==> src/rtl/mmio_timer_if.sv <==
// Core data-memory port as seen by the timer: store strobe, address and data in,
// window hit and read data out.
`timescale 1ns / 1ps
interface mmio_timer_if;
    logic        memwrite;
    logic [31:0] aluout;
    logic [31:0] writedata;
    logic        sel;
    logic [31:0] rdata;

    modport master (
        output memwrite, aluout, writedata,
        input  sel, rdata
    );

    modport slave (
        input  memwrite, aluout, writedata,
        output sel, rdata
    );
endinterface

==> src/rtl/mmio_timer.sv <==
// Memory-mapped prescaled 32-bit timer with compare match, optional auto-reload,
// sticky match flag and level interrupt.
`timescale 1ns / 1ps
module mmio_timer #(
    parameter logic [31:0] BASE_ADDR = 32'hFFFF_0000,
    parameter int unsigned PRESC_W   = 16
) (
    input  logic         clk,
    input  logic         reset,
    mmio_timer_if.slave  bus,
    output logic         irq
);
    localparam logic [PRESC_W-1:0] PcntOne = PRESC_W'(1);

    logic [2:0]         ctrl_q, ctrl_d;
    logic [PRESC_W-1:0] prescale_q, prescale_d;
    logic [PRESC_W-1:0] pcnt_q, pcnt_d;
    logic [31:0]        count_q, count_d;
    logic [31:0]        compare_q, compare_d;
    logic               flag_q, flag_d;

    logic        sel;
    logic        we;
    logic        tick;
    logic        match;
    logic [2:0]  offset;
    logic [31:0] rdata;
    logic        unused_addr_bits;

    assign sel              = (bus.aluout[31:5] == BASE_ADDR[31:5]);
    assign offset           = bus.aluout[4:2];
    assign we               = bus.memwrite & sel;
    assign tick             = ctrl_q[0] & (pcnt_q == prescale_q);
    assign match            = (count_q == compare_q);
    assign unused_addr_bits = ^bus.aluout[1:0];

    always_comb begin
        ctrl_d     = ctrl_q;
        prescale_d = prescale_q;
        pcnt_d     = pcnt_q;
        count_d    = count_q;
        compare_d  = compare_q;
        flag_d     = flag_q;

        if (ctrl_q[0]) begin
            pcnt_d = tick ? '0 : pcnt_q + PcntOne;
        end

        // Clear first so that a match in the same cycle wins.
        if (we && (offset == 3'd4) && bus.writedata[0]) begin
            flag_d = 1'b0;
        end

        if (tick) begin
            count_d = (match && ctrl_q[1]) ? '0 : count_q + 32'd1;
            if (match) begin
                flag_d = 1'b1;
            end
        end

        // Software writes override the tick results computed above.
        if (we) begin
            case (offset)
                3'd0: ctrl_d = bus.writedata[2:0];
                3'd1: begin
                    prescale_d = bus.writedata[PRESC_W-1:0];
                    pcnt_d     = '0;
                end
                3'd2: count_d   = bus.writedata;
                3'd3: compare_d = bus.writedata;
                default: ;
            endcase
        end
    end

    always_ff @(posedge clk) begin
        if (reset) begin
            ctrl_q     <= '0;
            prescale_q <= '0;
            pcnt_q     <= '0;
            count_q    <= '0;
            compare_q  <= 32'hFFFF_FFFF;
            flag_q     <= 1'b0;
        end else begin
            ctrl_q     <= ctrl_d;
            prescale_q <= prescale_d;
            pcnt_q     <= pcnt_d;
            count_q    <= count_d;
            compare_q  <= compare_d;
            flag_q     <= flag_d;
        end
    end

    always_comb begin
        rdata = '0;
        if (sel) begin
            case (offset)
                3'd0: rdata[2:0]         = ctrl_q;
                3'd1: rdata[PRESC_W-1:0] = prescale_q;
                3'd2: rdata              = count_q;
                3'd3: rdata              = compare_q;
                3'd4: rdata[0]           = flag_q;
                default: rdata           = '0;
            endcase
        end
    end

    assign bus.sel   = sel;
    assign bus.rdata = rdata;
    assign irq       = flag_q & ctrl_q[2];
endmodule
==> src/flat_wrapper.sv <==
// flat-port wrapper written by rule: the top's interface ports become plain ports
module mmio_timer_flat 
#(
    parameter logic [31:0] BASE_ADDR = 32'hFFFF_0000,
    parameter int unsigned PRESC_W   = 16
)
  (clk, reset, irq, bus_memwrite, bus_aluout, bus_writedata, bus_sel, bus_rdata);
  mmio_timer_if bus_i ();
  input  logic clk;
  input  logic reset;
  output logic irq;
  input wire logic [$bits(bus_i.memwrite)-1:0] bus_memwrite;
  input wire logic [$bits(bus_i.aluout)-1:0] bus_aluout;
  input wire logic [$bits(bus_i.writedata)-1:0] bus_writedata;
  output wire logic [$bits(bus_i.sel)-1:0] bus_sel;
  output wire logic [$bits(bus_i.rdata)-1:0] bus_rdata;
  assign bus_i.memwrite = bus_memwrite;
  assign bus_i.aluout = bus_aluout;
  assign bus_i.writedata = bus_writedata;
  assign bus_sel = bus_i.sel;
  assign bus_rdata = bus_i.rdata;
  mmio_timer #(.BASE_ADDR(BASE_ADDR), .PRESC_W(PRESC_W)) u_core (.clk(clk), .reset(reset), .bus(bus_i), .irq(irq));
endmodule
==> config.mk <==
export PLATFORM = sky130hd
export DESIGN_NAME = mmio_timer_flat
export DESIGN_NICKNAME = d
export VERILOG_FILES = /design/src/rtl/mmio_timer_if.sv /design/src/rtl/mmio_timer.sv /design/src/flat_wrapper.sv
export SDC_FILE = /design/constraint.sdc
export NUM_CORES = 1
export LEC_CHECK = 0
export ABC_AREA = 1
export CORE_MARGIN = 2
export CORE_UTILIZATION = 23
export CTS_CLUSTER_SIZE = 40
export DETAILED_ROUTE_END_ITERATION = 10
export PLACE_DENSITY = 0.49
export SYNTH_ARGS = -nofsm -noshare
export SYNTH_HDL_FRONTEND = slang
export SYNTH_SLANG_ARGS = --single-unit
export TNS_END_PERCENT = 10
==> constraint.sdc <==
create_clock -name clk -period 2.2 [get_ports clk]
set_clock_uncertainty 0.15 [all_clocks]
set_input_delay 0.44 -clock clk [delete_from_list [all_inputs] [get_ports clk]]
set_output_delay 0.44 -clock clk [all_outputs]
set_load 0.03 [all_outputs]
==> results.ini, run 1 <==
[run_status]
outcome=complete, but fails checks
violations=negative setup slack

[clock_tree]
clk_path_buf_depth=2
cts_tree=built
clock_sinks=100
root_buffer=clkbuf_16
clk-insertion-delay-late_ps=360
clk_pin_slew_ps=70
cts_buffers=9
ctsHtreeMaxLevel=3
ctsHoldBuffers=0

[cells_and_area]
final_util_pct=33.42
nets=1344
area_growth_pct=43.26
num_antenna_cells=0
drive_gt1_share_pct=22.27
fin_cells=1670
fill_cells=3236

[pwr]
ir_worst_vdd_uv=345.6
leakagePower_nw=3.833
power_density_mw_per_mm2=380.3

[worst_setup_path]
path_class=input pin to output pin
timing.rr.start=u_core.prescale_q[2]
slowest_delay_ps=270
crit_slowest_cell=nor4_4
worstSetupEndpointType=output pin
startpoint=bus_aluout[11]
critPathMaxFanout=5
critical_path.startpoint_type=input pin
crit_path_cell_trace=buf_6 -> nor4_4 -> nand2_2 -> nor2_4 -> nand2_4 -> clkinv_8 -> nand3_4 -> buf_4 -> a31oi_4 -> buf_12
worst_ep_required_time_ps=1610
cp.arrival_ps=1880

[place]
place_congestion=0.8862
dp_hpwl_um=19150
pre_cts_ws_ps=-645.5
placed_cells=1638
place.port_buffers=98

[sta]
tightest_slew_ps=414.3
final.setup.tns_ps=-5316
timing.final.crit_share_pct=112.5
slew_viol_final=0
worst_slack_ps=-274.6
rsz0062_at_grt=yes
maxSlewHeadroom_pct=72.38
setup_viol_count_final=33
min_period_ps=2475
hold_viol=0
fmax_mhz=404.1
whs_ps=331.7

[yosys]
ys_ff_latch=100
yosysUniqueCellTypes=42
ys.flop_type=dfxtp_1
synthTopCellsByCount=nand2_1, nor2_1, inv_1
yosys_warnings=0
synth_area_mm2=0.006895
seq_area_frac_synth_pct=29.03
synth.area.top_cells=dfxtp_1, nand2_1, nor2_1
syn-num-nets=1196
synth.most_common_cell=nand2_1
synth_top_area_share_pct=29.03
synth_cells=1127
yosys.area.top_type=dfxtp_1
synth_edf_count=0
async_flop_share_pct=0
post_synth.cell_area_avg_um2=6.118

[drt]
dr.first_iter.drc_count=503
post-route-drc-count=0
antenna_left=0
wire_per_inst_um=15.11
wl_um=25240
dr_total_vias=7610
first_pass_iters=5
detail_route.vias_per_cell=4.557

[global_route]
grt.total_usage_pct=16.24
grt-ovfl-total=0
grt_pass1_wl_um=39570
antenna_found_initial=0
grt_max_degree=34
grt_pass1_vias=7172

[floorplanning]
fp.dieArea_mm2=0.03138
die_w_um=177.1
initial_core_util_pct=23.33
die_y_um=177.1
io_pins=101
core_area_mm2=0.02956
rows=63

[min_path]
hold_start=u_core.prescale_q[1]
hp-class=flop to flop

[run]
drv_cap=0

## layout make-up
| type | instances | area (µm²) | share of cell area (%) |
|---|---|---|---|
| flip-flops and latches | 100 | 2026 | 20.51 |
| well taps | 390 | 488.0 | 4.940 |
| clock buffers | 12 | 236.5 | 2.394 |
| inverters | 135 | 519.2 | 5.256 |
| clock inverters | 4 | 50.05 | 0.5066 |
| repair buffers | 186 | 2021 | 20.46 |
| multi-input cells | 843 | 4538 | 45.94 |
## where the power goes
part	internal (mW)	total [mW]	switching, mW
Clock	0.884	1.64	0.751
Sequential	1.81	1.81	0.00000000194
Combinational	0.150	0.314	0.164
## cells in the final DEF (no fill, tap or decap), types with 8 or more instances in the layout
master           Yosys  final
nand2_2              6      8
o21bai_1             9      9
a22oi_1             18     14
nor2_2               8     19
clkbuf_16            0      9
nand2_1            386    383
buf_4                4     68
o211ai_1            28     28
inv_2               17     18
xor2_1              10     10
dfxtp_2              0     16
nor2_1             116     98
clkdlybuf4s50_1      0     35
nor3_1              16     15
inv_1              115    114
nand3_2             19     22
o21ai_0             26     25
buf_12               0     29
a21oi_1             54     53
buf_6                4     25
dfxtp_1            100     83
nand4_1             28     28
nand3_1             69     65
nor2_4               3     10
a31oi_4              0     15
## per-layer routing
metal	vias to the layer above	global-route usage [%]	wire length [µm]
met5	-	0	0
li1	3946	-	-
met1	3489	21.97	12110
met4	0	2.893	299
met3	20	2.556	977
met2	155	27.38	11850
## repair_timing
item	4_1_cts	5_1_grt
setup buffers	7	6
setup endpoints to repair	78	77
cloned	3	0
resized for setup	132	33
pin swaps	20	5
## critical path: cells and delay by family
family | cells | cell delay, ps
buffers and inverters | 4 | 490
AOI/OAI and AO/OA | 1 | 200
and+or+nand+nor | 5 | 750
## registers in the layout, summed over array words and instances (netlist names)
| name | cells |
|---|---|
| u_core.compare_q | 32 |
| u_core.count_q | 32 |
| u_core.ctrl_q | 3 |
| u_core.flag_q | 1 |
| u_core.pcnt_q | 16 |
| u_core.prescale_q | 16 |
## worst paths after layout
path              cells past startpoint              endpoint  slack (ps)
setup / recovery                     10          bus_rdata[5]        -270
hold / removal                        2  u_core.prescale_q[1]         330
setup reg to reg                     12    u_core.count_q[19]         100
hold reg to reg                       2  u_core.prescale_q[1]         330
## through the flow
step | power [mW] | area (µm²)
after detailed placement | 2.152 | 9178
after CTS | 3.801 | 9741
after floorplan | 1.933 | 7204
final | 3.756 | 9878
after global placement | 2.151 | 9178
after global routing | 3.866 | 9878
## cell families (layout without fill, tap and decap cells)
family / Yosys count / count (layout) / share of synthesized area, %
AOI/OAI and AO/OA: 154 / 154 / 13.57
xor gates and xnor gates: 10 / 10 / 1.270
adders and majority gates: 2 / 2 / 0.3629
buffers and inverters: 184 / 337 / 11.29
DFF: 100 / 100 / 29.03
and+or+nand+nor: 677 / 677 / 44.47
Power figures use the tool's default switching activity.
==> run 2, diff against run 1 <==
--- a/config.mk
+++ b/config.mk
@@ -7,10 +7,10 @@
 export LEC_CHECK = 0
 export ABC_AREA = 1
 export CORE_MARGIN = 2
-export CORE_UTILIZATION = 23
+export CORE_UTILIZATION = 25
 export CTS_CLUSTER_SIZE = 40
 export DETAILED_ROUTE_END_ITERATION = 10
-export PLACE_DENSITY = 0.49
+export PLACE_DENSITY = 0.52
 export SYNTH_ARGS = -nofsm -noshare
 export SYNTH_HDL_FRONTEND = slang
 export SYNTH_SLANG_ARGS = --single-unit
==> results.ini, run 2 (synthesis results as in run 1) <==
[pwr]
power_density_mw_per_mm2=387.6
leakagePower_nw=3.860
ir_worst_vdd_uv=282.4

[global_route]
grt.total_usage_pct=17.07
grt_pass1_vias=7282
grt_max_degree=34
grt_pass1_wl_um=39030
grt-ovfl-total=0
antenna_found_initial=0

[cells_and_area]
reg_top3=u_core.compare_q x32, u_core.count_q x32
final_cell_mix=nand2_1, inv_1, nor2_1
area_growth_pct=42.12
num_antenna_cells=0
nets=1340
fill_cells=2935
final_common_cell=nand2_1
drive_gt1_share_pct=22.98

[worst_setup_path]
rr_worst_depth=11
critical_path.startpoint_type=input pin
cp.arrival_ps=1880
r2r-end=u_core.count_q[14]
worst_ep_required_time_ps=1610
timing.rr.start=u_core.count_q[1]
worstSetupEndpointType=output pin
reg2reg_slack_ps=140
path_class=input pin to output pin
critPathMaxFanout=5
startpoint=bus_aluout[21]

[sta]
tightest_slew_ps=400.1
setup_viol_count_final=32
min_period_ps=2468
maxSlewHeadroom_pct=73.33
worst_slack_ps=-267.8
rsz0062_at_grt=yes
fmax_mhz=405.2
final.setup.tns_ps=-5379
hold_viol=0
slew_viol_final=0
timing.final.crit_share_pct=112.2

[drt]
wire_per_inst_um=14.91
antenna_left=0
first_pass_iters=5
detail_route.vias_per_cell=4.663
dr.first_iter.drc_count=539
dr_total_vias=7536
wl_um=24100
post-route-drc-count=0

[clock_tree]
clk_pin_slew_ps=70
cts_buffers=9
clk-insertion-delay-late_ps=360
ctsHtreeMaxLevel=3
clock_sinks=100
clk_path_buf_depth=2
root_buffer=clkbuf_16
cts_tree=built

[run]
drv_cap=0

[min_path]
hold-path-endpoint=u_core.prescale_q[8]
hp-class=flop to flop
min_path_cells=2
hold_start=u_core.prescale_q[8]

[floorplanning]
initial_core_util_pct=25.51
core_area_mm2=0.02703
die_w_um=170.1
fp.dieArea_mm2=0.02893
io_pins=101
die_y_um=170.1
rows=60

[place]
dp_hpwl_um=18660
place.port_buffers=98
place_congestion=0.8884
pre_cts_ws_ps=-619.0

[run_status]
outcome=complete, but fails checks
violations=negative setup slack

run 2: cell types whose count changed in the layout (fill, tap and decap cells not counted), moves of 4 or more:
cell | before | now
dfxtp_1 | 83 | 78
dlygate4sd2_1 | 7 | 11
nand2_1 | 383 | 377
nand2_2 | 8 | 14
buf_4 | 68 | 63
dfxtp_2 | 16 | 22
run 2: how the worst max path moves through the flow:
stage                          endpoint  cells past startpoint  slack, ps
final                      bus_rdata[4]                     10       -270
after global routing       bus_rdata[4]                     10       -350
after CTS                 bus_rdata[15]                     10       -280
after detailed placement  bus_rdata[15]                     10       -620
after global placement    bus_rdata[15]                     10       -600
after floorplan            bus_rdata[3]                      5       -160
run 2: cell type report:
cell class	instances	area (µm²)	area share (%)
clock buffer	10	239.0	2.439
clock inverter	5	60.06	0.6129
inverter	135	519.2	5.299
multi-input combinational	843	4537	46.30
sequential	100	2029	20.71
tap	341	426.7	4.354
timing repair buffer	182	1988	20.29
run 2: metal layers:
metal	GRT usage, %	part of all wire (%)	routed length [µm]
met1	24.10	49	11890
met2	27.96	46	11020
met3	2.070	3.8	919
met4	3.344	1.1	267
met5	0	0	0
run 2: through the flow:
step	power, mW	instance area [µm²]	std cells	utilization [%]	hold WS, ps
floorplan	1.933	7204	1127	-	300.6
global placement	2.162	9139	1592	33.81	322.9
detailed placement	2.160	9139	1592	33.81	326.7
CTS	3.833	9667	1614	35.77	339.3
global route	3.927	9799	1616	36.26	366.7
finish	3.798	9799	1616	36.26	339.0
run 2: where the power goes:
group          internal [mW]  leakage [nW]  switching, mW
sequential              1.81         0.818  0.00000000188
clock                  0.917         0.151          0.759
combinational          0.152          2.89          0.162
run 2: repair_timing:
item                                    4_1_cts  5_1_grt
buffers inserted                              4        2
resized for setup                           124       44
endpoints found under the setup margin       33       79
pin swaps                                    34        7
gates cloned                                  3        0
hold buffers                                  0        0
run 2: critical path, cell delays in order:
cell and delay, ps:
clkdlybuf4s15_1 210, nand4_1 110, nor3_2 150, buf_4 150
nand2_4 70, clkinv_8 60, nand3_4 150, buf_4 190
a31oi_4 190, buf_12 150
